### src/rtl/strobe_pkg.sv
// Shared types and constants for the toggle-flag strobe receiver.
package strobe_pkg;

  localparam int unsigned MAX_CHANNELS = 16;
  localparam logic        FLAG_RESET   = 1'b0;
  localparam logic        VALID_RESET  = 1'b0;

  typedef logic [$clog2(MAX_CHANNELS)-1:0] chan_t;

  // Width of a channel index; a single channel still needs one bit.
  function automatic int unsigned CHANNEL_W(input int unsigned n);
    return (n > 1) ? $clog2(n) : 1;
  endfunction

endpackage

### src/rtl/strobe_rx_fifo.sv
// Per-channel receive FIFO: power-of-two depth, simultaneous push/pop,
// a push while full is taken only together with a pop.
module strobe_rx_fifo
  import strobe_pkg::*;
#(
  parameter int unsigned WIDTH = 8,
  parameter int unsigned DEPTH = 2
) (
  input  logic             clk,
  input  logic             reset_n,
  input  logic             push_i,
  input  logic [WIDTH-1:0] push_data_i,
  input  logic             pop_i,
  output logic [WIDTH-1:0] pop_data_o,
  output logic             full_o,
  output logic             empty_o
);

  localparam int unsigned AW = $clog2(DEPTH);

  logic [WIDTH-1:0] mem_q [DEPTH];
  logic [AW:0]      wrPtr_q, wrPtr_d;
  logic [AW:0]      rdPtr_q, rdPtr_d;
  logic             doPush, doPop;

  // Pointers carry one wrap bit so full and empty are distinguishable.
  assign empty_o    = (wrPtr_q == rdPtr_q);
  assign full_o     = (wrPtr_q[AW] != rdPtr_q[AW]) &&
                      (wrPtr_q[AW-1:0] == rdPtr_q[AW-1:0]);
  assign pop_data_o = mem_q[rdPtr_q[AW-1:0]];

  always_comb begin
    doPush  = push_i && (!full_o || pop_i);
    doPop   = pop_i && !empty_o;
    wrPtr_d = doPush ? wrPtr_q + 1'b1 : wrPtr_q;
    rdPtr_d = doPop  ? rdPtr_q + 1'b1 : rdPtr_q;
  end

  always_ff @(posedge clk or negedge reset_n) begin
    if (!reset_n) begin
      for (int i = 0; i < DEPTH; i++) mem_q[i] <= '0;
      wrPtr_q <= '0;
      rdPtr_q <= '0;
    end else begin
      if (doPush) mem_q[wrPtr_q[AW-1:0]] <= push_data_i;
      wrPtr_q <= wrPtr_d;
      rdPtr_q <= rdPtr_d;
    end
  end

endmodule

### src/rtl/strobe_rx.sv
// strobe_rx: multi-channel toggle-flag receiver merging all channels into one
// valid/ready stream. Macro STROBE_RX_ACK_EN withholds ack on a full FIFO instead of dropping.
module strobe_rx
  import strobe_pkg::*;
#(
  parameter int unsigned CHANNELS = 4,
  parameter int unsigned WIDTH    = 8,
  parameter int unsigned DELAY    = 2,
  parameter int unsigned DEPTH    = 2
) (
  input  logic                           clk,
  input  logic                           reset_n,
  input  logic [CHANNELS-1:0]            flag_in,
  input  logic [CHANNELS*WIDTH-1:0]      data_in,
  output logic [CHANNELS-1:0]            ack_out,
  output logic                           out_valid,
  input  logic                           out_ready,
  output logic [CHANNEL_W(CHANNELS)-1:0] out_channel,
  output logic [WIDTH-1:0]               out_data,
  output logic [CHANNELS-1:0]            overflow
);

  localparam int unsigned CW = CHANNEL_W(CHANNELS);

  logic [DELAY-1:0]    sync_q [CHANNELS];
  logic [CHANNELS-1:0] seen_q, seen_d;
  logic [CHANNELS-1:0] syncFlag, pending, canAccept, push, pop, full, empty;
  logic [WIDTH-1:0]    fifoData [CHANNELS];

  chan_t            ptr_q, ptr_d, grant;
  logic             anyReq, load;
  logic [WIDTH-1:0] selData;
  logic             outValid_q, outValid_d;
  logic [CW-1:0]    outChannel_q, outChannel_d;
  logic [WIDTH-1:0] outData_q, outData_d;

  always_ff @(posedge clk or negedge reset_n) begin
    if (!reset_n) begin
      for (int c = 0; c < CHANNELS; c++) sync_q[c] <= '0;
      seen_q <= {CHANNELS{FLAG_RESET}};
    end else begin
      for (int c = 0; c < CHANNELS; c++) sync_q[c] <= {sync_q[c][DELAY-2:0], flag_in[c]};
      seen_q <= seen_d;
    end
  end

  always_comb begin
    syncFlag = '0;
    for (int c = 0; c < CHANNELS; c++) syncFlag[c] = sync_q[c][DELAY-1];
    pending   = syncFlag ^ seen_q;
    canAccept = ~full | pop;
    push      = pending & canAccept;
  end

`ifdef STROBE_RX_ACK_EN
  // A blocked event leaves seen untouched, so it stays pending until space frees.
  assign seen_d   = seen_q ^ push;
  assign overflow = '0;
`else
  logic [CHANNELS-1:0] overflow_q;

  // Every pending event is consumed; those that found no room are dropped and flagged.
  assign seen_d   = syncFlag;
  assign overflow = overflow_q;

  always_ff @(posedge clk or negedge reset_n) begin
    if (!reset_n) overflow_q <= '0;
    else          overflow_q <= overflow_q | (pending & ~canAccept);
  end
`endif

  for (genvar c = 0; c < CHANNELS; c++) begin : g_fifo
    strobe_rx_fifo #(.WIDTH(WIDTH), .DEPTH(DEPTH)) u_fifo (
      .clk         (clk),
      .reset_n     (reset_n),
      .push_i      (push[c]),
      .push_data_i (data_in[c*WIDTH +: WIDTH]),
      .pop_i       (pop[c]),
      .pop_data_o  (fifoData[c]),
      .full_o      (full[c]),
      .empty_o     (empty[c])
    );
  end

  // Round robin: scan outward from the pointer, first non-empty FIFO wins.
  always_comb begin
    anyReq  = 1'b0;
    grant   = '0;
    selData = '0;
    for (int i = 0; i < CHANNELS; i++) begin
      for (int j = 0; j < CHANNELS; j++) begin
        if (!anyReq && !empty[j] && (j == (int'(ptr_q) + i) % CHANNELS)) begin
          anyReq  = 1'b1;
          grant   = chan_t'(j);
          selData = fifoData[j];
        end
      end
    end
  end

  always_comb begin
    load         = !outValid_q || out_ready;
    pop          = '0;
    outValid_d   = outValid_q;
    outChannel_d = outChannel_q;
    outData_d    = outData_q;
    ptr_d        = ptr_q;
    if (load) begin
      outValid_d = anyReq;
      if (anyReq) begin
        for (int j = 0; j < CHANNELS; j++) pop[j] = (int'(grant) == j);
        outChannel_d = grant[CW-1:0];
        outData_d    = selData;
        ptr_d        = chan_t'((int'(grant) + 1) % CHANNELS);
      end
    end
  end

  always_ff @(posedge clk or negedge reset_n) begin
    if (!reset_n) begin
      outValid_q   <= VALID_RESET;
      outChannel_q <= '0;
      outData_q    <= '0;
      ptr_q        <= '0;
    end else begin
      outValid_q   <= outValid_d;
      outChannel_q <= outChannel_d;
      outData_q    <= outData_d;
      ptr_q        <= ptr_d;
    end
  end

  assign ack_out     = seen_q;
  assign out_valid   = outValid_q;
  assign out_channel = outChannel_q;
  assign out_data    = outData_q;

endmodule
### config.mk
export PLATFORM = sky130hd
export DESIGN_NAME = strobe_rx
export DESIGN_NICKNAME = d
export VERILOG_FILES = /design/src/rtl/strobe_pkg.sv /design/src/rtl/strobe_rx_fifo.sv /design/src/rtl/strobe_rx.sv
export SDC_FILE = /design/constraint.sdc
export NUM_CORES = 1
export LEC_CHECK = 0
export CAP_MARGIN = 25
export CORE_MARGIN = 4
export CORE_UTILIZATION = 50
export CTS_CLUSTER_SIZE = 16
export DETAILED_ROUTE_END_ITERATION = 10
export PLACE_DENSITY = 0.71
export SLEW_MARGIN = 10
export SYNTH_ARGS = -nofsm -noshare
export SYNTH_HDL_FRONTEND = slang
export SYNTH_SLANG_ARGS = --single-unit
### constraint.sdc
create_clock -name clk -period 6.5 [get_ports clk]
set_input_delay 1.3 -clock clk [delete_from_list [all_inputs] [get_ports clk]]
set_output_delay 1.3 -clock clk [all_outputs]
set_load 0.005 [all_outputs]
==> impl_results.html <==
<table>
<tr><th>Metric</th><th>Value</th></tr>
<tr><th colspan="2">Status</th></tr>
<tr><td>Run status</td><td>finished, final reports clean</td></tr>
<tr><th colspan="2">Yosys</th></tr>
<tr><td>Predominant post-synthesis flop cell</td><td>sky130_fd_sc_hd__dfrtp_1</td></tr>
<tr><td>Post-Syn Area per Cell</td><td>10.7 um2</td></tr>
<tr><td>Post-synthesis cell area</td><td>0.00613 mm2</td></tr>
<tr><td>Net count of the mapped netlist</td><td>612</td></tr>
<tr><td>Number of enable-type register cells in the synthesized netlist</td><td>0</td></tr>
<tr><td>Fraction of synthesis flops using an asynchronous set or reset pin</td><td>100%</td></tr>
<tr><td>Number of synthesis warnings</td><td>0</td></tr>
<tr><td>Count of cell types in the netlist</td><td>70</td></tr>
<tr><td>Register bit count reported by yosys</td><td>109</td></tr>
<tr><td>Fraction of the yosys area taken by sequential cells</td><td>44.5%</td></tr>
<tr><td>Number of instances in the synthesized netlist</td><td>571</td></tr>
<tr><th colspan="2">Placed design</th></tr>
<tr><td>Estimated wirelength of the detail-placed design</td><td>13.9 mm</td></tr>
<tr><td>Number of I/O port buffers</td><td>57</td></tr>
<tr><td>GPL Wtd Cong</td><td>1.01</td></tr>
<tr><th colspan="2">STA</th></tr>
<tr><td>Final setup violation count</td><td>0</td></tr>
<tr><td>Fin crit share</td><td>61.9%</td></tr>
<tr><td>Setup total negative slack</td><td>0 ps</td></tr>
<tr><td>Clock period minus final worst setup slack</td><td>4030 ps</td></tr>
<tr><td>Normalized max-slew margin</td><td>46.8%</td></tr>
<tr><td>Final number of max-transition violations</td><td>0</td></tr>
<tr><td>Count of endpoints failing hold in the final timing report</td><td>0</td></tr>
<tr><td>RSZ-0062 raised after global routing</td><td>no</td></tr>
<tr><td>Final setup skew</td><td>8.23 ps</td></tr>
<tr><td>Worst-Margin Slew</td><td>798 ps</td></tr>
<tr><td>Max frequency</td><td>248 MHz</td></tr>
<tr><td>Worst hold slack</td><td>359 ps</td></tr>
<tr><th colspan="2">Finish</th></tr>
<tr><td>Util after Layout</td><td>59.1%</td></tr>
<tr><td>Number of nets in the finished design</td><td>656</td></tr>
<tr><td>Ratio of cells with drive above 1 in the final layout</td><td>16.0%</td></tr>
<tr><td>Signed area change from the synthesized netlist to the final layout</td><td>15.8%</td></tr>
<tr><td>Antenna diodes</td><td>0</td></tr>
<tr><th colspan="2">Die</th></tr>
<tr><td>Height of the die</td><td>119 um</td></tr>
<tr><td>Starting density of the core</td><td>51.1%</td></tr>
<tr><td>Core area</td><td>0.0120 mm2</td></tr>
<tr><td>DIE WIDTH</td><td>119 um</td></tr>
<tr><td>Die footprint</td><td>0.0141 mm2</td></tr>
<tr><td># IOs</td><td>58</td></tr>
<tr><td>Row count</td><td>40</td></tr>
<tr><th colspan="2">Power</th></tr>
<tr><td>Static leakage</td><td>2.78 nW</td></tr>
<tr><td>Part of the total power dissipated in combinational logic</td><td>57.7%</td></tr>
<tr><td>Cell area power density</td><td>633 mW/mm2</td></tr>
<tr><td>Share of power burned in the clock network</td><td>12.8%</td></tr>
<tr><td>Internal power contribution</td><td>2.33 mW</td></tr>
<tr><td>Proportion of total power due to net switching</td><td>48.2%</td></tr>
<tr><td>Reg power frac</td><td>29.5%</td></tr>
<tr><td>Largest voltage drop on the vdd net</td><td>413 uV</td></tr>
<tr><td>Switching power of the nets</td><td>2.17 mW</td></tr>
<tr><th colspan="2">Setup path</th></tr>
<tr><td>Crit end category</td><td>flop</td></tr>
<tr><td>Startpoint class of the critical path</td><td>flop</td></tr>
<tr><td>Worst-path maximum fanout</td><td>19</td></tr>
<tr><td>Arrival time reported for the critical path endpoint</td><td>4270 ps</td></tr>
<tr><td>Data required, critical path</td><td>6750 ps</td></tr>
<tr><td>Setup Crit Path Kind</td><td>flop to flop</td></tr>
<tr><th colspan="2">Global route</th></tr>
<tr><td>Overall routing resource usage</td><td>26.7%</td></tr>
<tr><td>Wire length of the first global-routing pass</td><td>28.9 mm</td></tr>
<tr><td>Grt total ovfl</td><td>0</td></tr>
<tr><td>Vias in the first global route</td><td>4,860</td></tr>
<tr><td>Largest net degree at the start of global routing</td><td>67</td></tr>
<tr><td>Antenna violations before repair</td><td>0</td></tr>
<tr><th colspan="2">CTS</th></tr>
<tr><td>Clock Path Buffers</td><td>2</td></tr>
<tr><td>Number of buffers added to fix hold violations after cts</td><td>0</td></tr>
<tr><td>Skew-Pair Late Insertion Delay</td><td>360 ps</td></tr>
<tr><td>Clock root buffer</td><td>sky130_fd_sc_hd__clkbuf_16</td></tr>
<tr><td># resized after CTS</td><td>0</td></tr>
<tr><td>Inserted Clock Buffers</td><td>9</td></tr>
<tr><td>Setup Fix Bufs, Post-CTS</td><td>0</td></tr>
<tr><td>H-Tree Depth</td><td>3</td></tr>
<tr><td>Clock transition time at the flip-flop clock pins of the worst setup and hold paths</td><td>70 ps</td></tr>
<tr><td>TritonCTS clock tree</td><td>done</td></tr>
<tr><td>Clock sink total</td><td>109</td></tr>
<tr><th colspan="2">Detailed routing</th></tr>
<tr><td>Post-detailed-route DRC marker count</td><td>0</td></tr>
<tr><td>Antenna-violating nets left</td><td>0</td></tr>
<tr><td>Average wire per cell in the routed design</td><td>24.0 um</td></tr>
<tr><td>Routed wire length</td><td>18.4 mm</td></tr>
<tr><td>Count of TritonRoute iterations in the first routing pass</td><td>5</td></tr>
<tr><td>DR vias</td><td>4,928</td></tr>
<tr><td>Detail-routed via count per cell</td><td>6.43</td></tr>
<tr><td>Initial DRC Count</td><td>496</td></tr>
<tr><th colspan="2">Run</th></tr>
<tr><td>Max cap viols</td><td>0</td></tr>
<tr><th colspan="2">Worst hold path</th></tr>
<tr><td>Hold WC Path Type</td><td>flop to flop</td></tr>
</table>
## placed cells by master, fill, tap and decap left out, types with 13 or more instances in the layout
cell,instances
sky130_fd_sc_hd__dfrtp_1,109
sky130_fd_sc_hd__mux2_2,45
sky130_fd_sc_hd__mux2_1,24
sky130_fd_sc_hd__nand3_1,19
sky130_fd_sc_hd__nor2_1,23
sky130_fd_sc_hd__nor2b_1,15
sky130_fd_sc_hd__o22ai_1,13
sky130_fd_sc_hd__nor3_1,16
sky130_fd_sc_hd__mux2i_1,21
sky130_fd_sc_hd__nand2_1,40
sky130_fd_sc_hd__o21ai_0,32
sky130_fd_sc_hd__xnor2_1,17
sky130_fd_sc_hd__a21oi_1,30
sky130_fd_sc_hd__clkdlybuf4s50_1,56
## cells in the mapped netlist (4+ instances only)
library cell               count  area, um2
sky130_fd_sc_hd__a21oi_1      30        150
sky130_fd_sc_hd__o21ai_0      32        160
sky130_fd_sc_hd__a211oi_1      6       45.0
sky130_fd_sc_hd__o22ai_1      13       81.3
sky130_fd_sc_hd__mux2i_1      21        210
sky130_fd_sc_hd__o221ai_1      4       35.0
sky130_fd_sc_hd__nor2_1       23       86.3
sky130_fd_sc_hd__a32o_1        5       50.1
sky130_fd_sc_hd__xor2_2        4       65.1
sky130_fd_sc_hd__mux2_2       45        507
sky130_fd_sc_hd__a31oi_1       5       31.3
sky130_fd_sc_hd__o211ai_1      9       67.6
sky130_fd_sc_hd__xor2_1        9       78.8
sky130_fd_sc_hd__clkbuf_1     16       60.1
sky130_fd_sc_hd__mux2_1       24        270
sky130_fd_sc_hd__nand2_1      40        150
sky130_fd_sc_hd__nor2b_1      15       93.8
sky130_fd_sc_hd__nor3_1       16       80.1
sky130_fd_sc_hd__o31ai_1       4       30.0
sky130_fd_sc_hd__o21a_1        4       30.0
sky130_fd_sc_hd__nand3_1      19       95.1
sky130_fd_sc_hd__nand4_1       6       37.5
sky130_fd_sc_hd__xnor2_1      17        149
sky130_fd_sc_hd__nand2b_1      6       37.5
sky130_fd_sc_hd__buf_4         5       37.5
sky130_fd_sc_hd__buf_2         7       35.0
sky130_fd_sc_hd__dfrtp_1     109       2730
## metal layers
| layer | up-vias | track usage (%) | wire (um) |
|---|---|---|---|
| met5 | - | 0 | 0 |
| met4 | 0 | 8.76 | 457 |
| met3 | 40 | 5.41 | 1300 |
| met2 | 215 | 41.0 | 8540 |
| met1 | 2450 | 37.9 | 8120 |
| li1 | 2223 | - | - |
## critical path, cell delays in order (launching register included)
cell	delay (ps)
sky130_fd_sc_hd__dfrtp_1	770
sky130_fd_sc_hd__xor2_1	270
sky130_fd_sc_hd__nor2_2	590
sky130_fd_sc_hd__o21ai_0	310
sky130_fd_sc_hd__o21bai_4	290
sky130_fd_sc_hd__inv_2	90
sky130_fd_sc_hd__ha_1	290
sky130_fd_sc_hd__a211oi_1	380
sky130_fd_sc_hd__nor2_1	120
sky130_fd_sc_hd__nand2_1	380
sky130_fd_sc_hd__mux2_2	400
## area by class of cell
| cell class | count | area, um2 |
|---|---|---|
| sequential | 109 | 2730 |
| inverter | 5 | 18.8 |
| multi-input combinational | 426 | 3230 |
| tap | 147 | 184 |
| fill | 1044 | 4910 |
| timing repair buffer | 64 | 622 |
| clock inverter | 7 | 88.8 |
| clock buffer | 9 | 225 |
## power by group through the flow
| stage | logic, mW | registers [mW] | clock network, mW |
|---|---|---|---|
| 6_report | 2.60 | 1.33 | 0.575 |
| 5_1_grt | 2.76 | 1.38 | 0.622 |
| 4_1_cts | 2.54 | 1.32 | 0.586 |
| 3_5_place_dp | 2.52 | 1.33 | 0 |
| 3_3_place_gp | 2.52 | 1.32 | 0 |
| 2_1_floorplan | 1.92 | 1.14 | 0 |
## path summary, 6_finish.rpt
check	start	end	slack [ps]	cells past startpoint
max in group asynchronous	reset_n	g_fifo[3].u_fifo.mem_q[7]$_DFFE_PN0P_	4390	2
min in group asynchronous	reset_n	overflow[1]$_DFF_PN0_	920	1
setup reg to reg	g_fifo[3].u_fifo.rdPtr_q[0]$_DFFE_PN0P_	g_fifo[2].u_fifo.mem_q[7]$_DFFE_PN0P_	2470	10
hold reg to reg	sync_q[2]$_DFF_PN0_	seen_d[2]$_DFF_PN0_	360	0
setup / recovery	g_fifo[3].u_fifo.rdPtr_q[0]$_DFFE_PN0P_	g_fifo[2].u_fifo.mem_q[7]$_DFFE_PN0P_	2470	10
hold / removal	sync_q[2]$_DFF_PN0_	seen_d[2]$_DFF_PN0_	360	0
## registers in the layout, summed over array words and instances, names as in the netlist, 2 cells and up
| signal | cells |
|---|---|
| g_fifo.u_fifo.mem_q | 64 |
| g_fifo.u_fifo.rdPtr_q | 8 |
| g_fifo.u_fifo.wrPtr_q | 8 |
| out_data | 8 |
| ack_out | 4 |
| overflow | 4 |
| seen_d | 4 |
| sync_q | 4 |
| out_channel | 2 |
| ptr_q | 2 |
## cell families after synthesis
| logic type | synth area share, % |
|---|---|
| flip-flops | 44.5 |
| adder cells (fa/ha/maj) | 0.408 |
| buffers and inverters | 2.78 |
| AO/OA/AOI/OAI | 18.1 |
| XOR/XNOR | 5.57 |
| multiplexers | 16.5 |
| AND/OR/NAND/NOR | 12.2 |
## through the flow
stage / setup WS, ps / total power [mW] / instances / cell area [um2]
6_report: 2470 / 4.50 / 767 / 7100
5_1_grt: 2230 / 4.76 / 767 / 7100
4_1_cts: 2410 / 4.45 / 765 / 7080
3_5_place_dp: 2410 / 3.86 / 749 / 6770
3_3_place_gp: 2510 / 3.84 / 749 / 6770
2_1_floorplan: 3550 / 3.07 / 571 / 6130
(Power assumes the default switching activity.)
==> RTL change 1, RTL diff (config.mk and constraints unchanged) <==
`WIDTH` is set to 8 in 2 places; all go to 12.
--- a/src/rtl/strobe_rx_fifo.sv
+++ b/src/rtl/strobe_rx_fifo.sv
@@ -5,3 +5,3 @@
 #(
-  parameter int unsigned WIDTH = 8,
+  parameter int unsigned WIDTH = 12,
   parameter int unsigned DEPTH = 2
--- a/src/rtl/strobe_rx.sv
+++ b/src/rtl/strobe_rx.sv
@@ -6,3 +6,3 @@
   parameter int unsigned CHANNELS = 4,
-  parameter int unsigned WIDTH    = 8,
+  parameter int unsigned WIDTH    = 12,
   parameter int unsigned DELAY    = 2,
Ports: changed (resized data_in and out_data); port bits go from 58 to 78. The function was not compared with the original's and may differ.
==> RTL change 1 against the original RTL <==
  * Design area up 32%
  * Maximum frequency decreased by 2.4%
  * Global-route usage increased by 1.3 points
  * Sequential cell count is 36 higher
  * Highest routed layer unchanged
  * Combinational power rose by 23%
  * Total power increased by 32%
  * Clock power grew 81%
  * Clock skew increased by 0.0010 ns
  * Worst setup slack got worse by 0.10 ns
  * Synthesized area is 28% higher
  * Non-clock buffer count rose by 26
  * Wire length is 33% higher
  * Synthesized cell count is 25% higher
==> RTL change 1: results (changes against the original RTL) <==
cts-root-buf: "clkbuf_16"
post_synth.cell_area_avg_um2: 11.0  # +2.6%
first_pass_iters: 5  # unchanged
drt_iter0_drc: 583  # +18%
synth.area.top_cells: "dfrtp_1 (46%), mux2_2 (12%), mux2i_1 (4.0%), mux2_4 (3.4%), o21ai_0 (2.4%)"
cts_buffers: 17  # +8
grt_max_degree: 85  # +27%
drive_gt1_frac: 0.212  # +0.0519
fin_nets: 839  # +28%
grt_use_total: 0.280  # +0.0132
ys_types: 72  # +2.9%
cts_htree_levels: 4  # +1
cts_resized: 0  # unchanged
synth.net_count: 769  # +26%
totalWireLength_mm: 24.6  # +33%
outcome: "completed"
cp_max_fo: 22  # +3
antenna_found_initial: 0  # unchanged
power_leakage_nw: 3.83  # +38%
final_cells: 1005  # +31%
dp_hpwl_mm: 17.7  # +28%
grt_pass1_wl_mm: 38.1  # +32%
ys_seq_area_frac: 0.462  # +0.0175
skew_ns: 0.00926  # +0.00103 ns
rrSetupSlack_ns: 2.38  # -0.10 ns
dp_slack_ns: 2.21  # -0.202 ns
place_congestion: 0.975  # -3.9%
cts_setup_buffers: 0  # unchanged
worst_pin_slew_ns: 1.00  # +0.202 ns
portBuffers: 77  # +35%
vias_per_cell: 6.33  # -1.4%
fin_crit_sh: 0.635  # +0.0153
ir_drop_mv: 0.402  # -2.7%
async_reset_ff_frac: 1.00  # unchanged
grt_pass1_vias: 6577  # +35%
synth_common_cells: "dfrtp_1 (145), mux2_2 (87), nor2_1 (45), nand2_1 (40), o21ai_0 (37)"
clk_latency_ns: 0.43  # +0.07 ns
antennaDiodeCount: 0  # unchanged
critical_path_arrival_ns: 4.43  # +0.16 ns
dp_cells: 972  # +30%
whs_ns: 0.353  # -0.00672 ns
hold_class: "flop to flop"
largest_reg_flops: 96  # +50%
-- RTL change 1: path summary, 6_finish.rpt --
path,startpoint,endpoint,depth (start not counted)
worst max-delay path,g_fifo[1].u_fifo.rdPtr_q[0],g_fifo[0].u_fifo.mem_q[16],7
worst min-delay path,sync_q[0],seen_d[3],0
worst max register to register,g_fifo[1].u_fifo.rdPtr_q[0],g_fifo[0].u_fifo.mem_q[16],7
worst min register to register,sync_q[0],seen_d[3],0
max in group asynchronous,reset_n,g_fifo[3].u_fifo.rdPtr_q[1],2
min in group asynchronous,reset_n,g_fifo[3].u_fifo.mem_q[14],1
-- RTL change 1: metrics by stage --
stage                     area (um2)  power, W
after floorplan                 7850   0.00381
after global placement          8770   0.00477
after detailed placement        8770   0.00482
after CTS                       9390   0.00589
after global routing            9400   0.00626
final                           9400   0.00595
-- RTL change 1: routing by layer --
metal	routed length [um]	GRT usage
met1	10300	0.372
met2	11400	0.437
met3	1740	0.0676
met4	1060	0.129
met5	0	0
-- RTL change 1: worst max-delay path, stage by stage, from the launching register on --
cell and delay (ns):
dfrtp_1 0.67, xnor2_1 0.48, nand2_1 0.64, o31ai_4 0.80, a21oi_2 0.11, or3_4 0.38, nand3b_1 0.49, mux2_2 0.42
-- RTL change 1: cell families after synthesis --
group                    Yosys count  synth area share
XOR/XNOR                          34            0.0418
AO/OA/AOI/OAI                    164             0.143
buffers and inverters             51            0.0319
multiplexers                     146             0.213
flip-flops                       145             0.462
adder cells (fa/ha/maj)            2           0.00319
AND/OR/NAND/NOR                  170             0.105
-- RTL change 1: cell type report --
type                            instances  area [um2]
Timing Repair Buffer                   90         870
Tap cell                              211         264
Inverter                               12        45.0
Multi-Input combinational cell        516        3980
Fill cell                            1238        5910
Clock buffer                           18         429
Clock inverter                         13         185
Sequential cell                       145        3630
-- RTL change 1: power breakdown --
group	switching, W	internal, W
combinational	0.00187	0.00132
clock	0.000396	0.000641
sequential	0.000385	0.00134
total	0.00266	0.00330
==> RTL change 2, RTL diff (config.mk and constraints unchanged) <==
Without the edit above. Register the output `overflow` once more, cleared by the reset; this adds one clock of latency there. The other outputs are not delayed to match.
--- a/src/rtl/strobe_rx.sv
+++ b/src/rtl/strobe_rx.sv
@@ -63,3 +63,9 @@
   assign seen_d   = syncFlag;
-  assign overflow = overflow_q;
+  always_ff @(posedge clk or negedge reset_n) begin
+    if (!reset_n) begin
+      overflow <= '0;
+    end else begin
+      overflow <= overflow_q;
+    end
+  end
 
Formal check against the unedited RTL: no difference found for any inputs over 4 cycles, from zero or initial values and one cycle with reset_n low; that may be too few to reach the edited logic, so the function may still have changed.
==> RTL change 2 against the original RTL <==
  * Critical endpoint is now g_fifo[1].u_fifo.mem_q[10]
  * Largest power group unchanged
  * Total power up 10%
  * Critical path depth down 1
  * Sequential power about the same
  * Die area grew 0.53%
  * Design area is 6.1% higher
  * Sequential share of layout area is 0.87 points lower
  * Synthesized area increased by 0.57%
  * Maximum frequency increased by 3.4%
  * Sequential cell count rose by 4
  * Highest routed layer unchanged
  * Wire length is 6.9% lower
  * Worst setup slack better by 0.13 ns
==> RTL change 2: results (changes against the original RTL) <==
outcome: "completed"
cts_htree_levels: 4  # +1
grt_use_total: 0.251  # -0.0155
power_leakage_nw: 3.00  # +8.1%
p_int_w: 0.00279  # +20%
clock_area_frac: 0.0859  # +0.0417
grt_max_degree: 64  # -4.5%
power_frac_clock: 0.203  # +0.075
critical_path_arrival_ns: 4.19  # -0.08 ns
whs_ns: 0.346  # -0.0133 ns
syn_to_final_growth_pct: 22.1
grt_pass1_wl_mm: 27.5  # -4.9%
cts_buffers: 17  # +8
drt_iter0_drc: 380  # -23%
drive_gt1_frac: 0.207  # +0.0477
synth.net_count: 598  # -2.3%
ys_types: 64  # -8.6%
synth_common_cells: "dfrtp_1 (113), mux2_2 (56), a21oi_1 (30), nand2_1 (30)"
num-multi-input-gates: 411  # -3.5%
placement.cell_area_um2: 6880  # +1.7%
layout.nonclk_buf_frac: 0.0844  # -0.00318
routed-via-count: 4891  # -0.75%
numClockSinks: 113  # +3.7%
place_congestion: 0.926  # -8.7%
grt_pass1_vias: 5046  # +3.8%
crit_path_end: "g_fifo[1].u_fifo.mem_q[10]"
cp_max_fo: 21  # +2
seq_share: 0.375  # -0.00866
slew_headroom: 0.449  # -0.0189
multi_input_area_um2: 3190  # -1.3%
cpPeakStageDelay_ns: 0.71  # -0.06 ns
dp_slack_ns: 2.48  # +0.0604 ns
period_minus_slack_ns: 3.89  # -0.132 ns
fin_nets: 655  # -0.15%
totalWireLength_mm: 17.1  # -6.9%
ir_drop_mv: 0.266  # -36%
skew_ns: 0.00691  # -0.00132 ns
ys_seq_area_frac: 0.459  # +0.0137
rrSetupSlack_ns: 2.61  # +0.13 ns
final_cells: 795  # +3.7%
signal_buffers: 66  # +3.1%
swShare: 0.437  # -0.0449
dp_cells: 763  # +1.9%
fillerInstances: 967  # -7.4%
[RTL change 2: cell types whose count changed in the layout (fill, tap and decap cells not counted), moves of 8 or more]
cell | unedited run | this run
nor4_1 | 2 | 10
clkbuf_16 | 9 | 17
mux2_4 | 0 | 8
mux2_2 | 45 | 56
nand2_1 | 40 | 30
mux2_1 | 24 | 8
[RTL change 2: routing by layer]
metal	track usage	wire length [um]	up-vias
met1	0.333	7450	2411
met2	0.386	8050	206
li1	-	-	2220
met3	0.0570	1010	54
met5	0	0	-
met4	0.132	639	0
[RTL change 2: logic make-up (layout without fill, tap and decap cells)]
family          Yosys count  count (layout)  synth area share
buf+inv                  33             103            0.0239
xor+xnor                 31              31            0.0513
simple gates            137             137             0.117
flops                   113             113             0.459
compound gates          143             143             0.167
fa+ha+maj                 2               2           0.00406
mux                      98              98             0.179
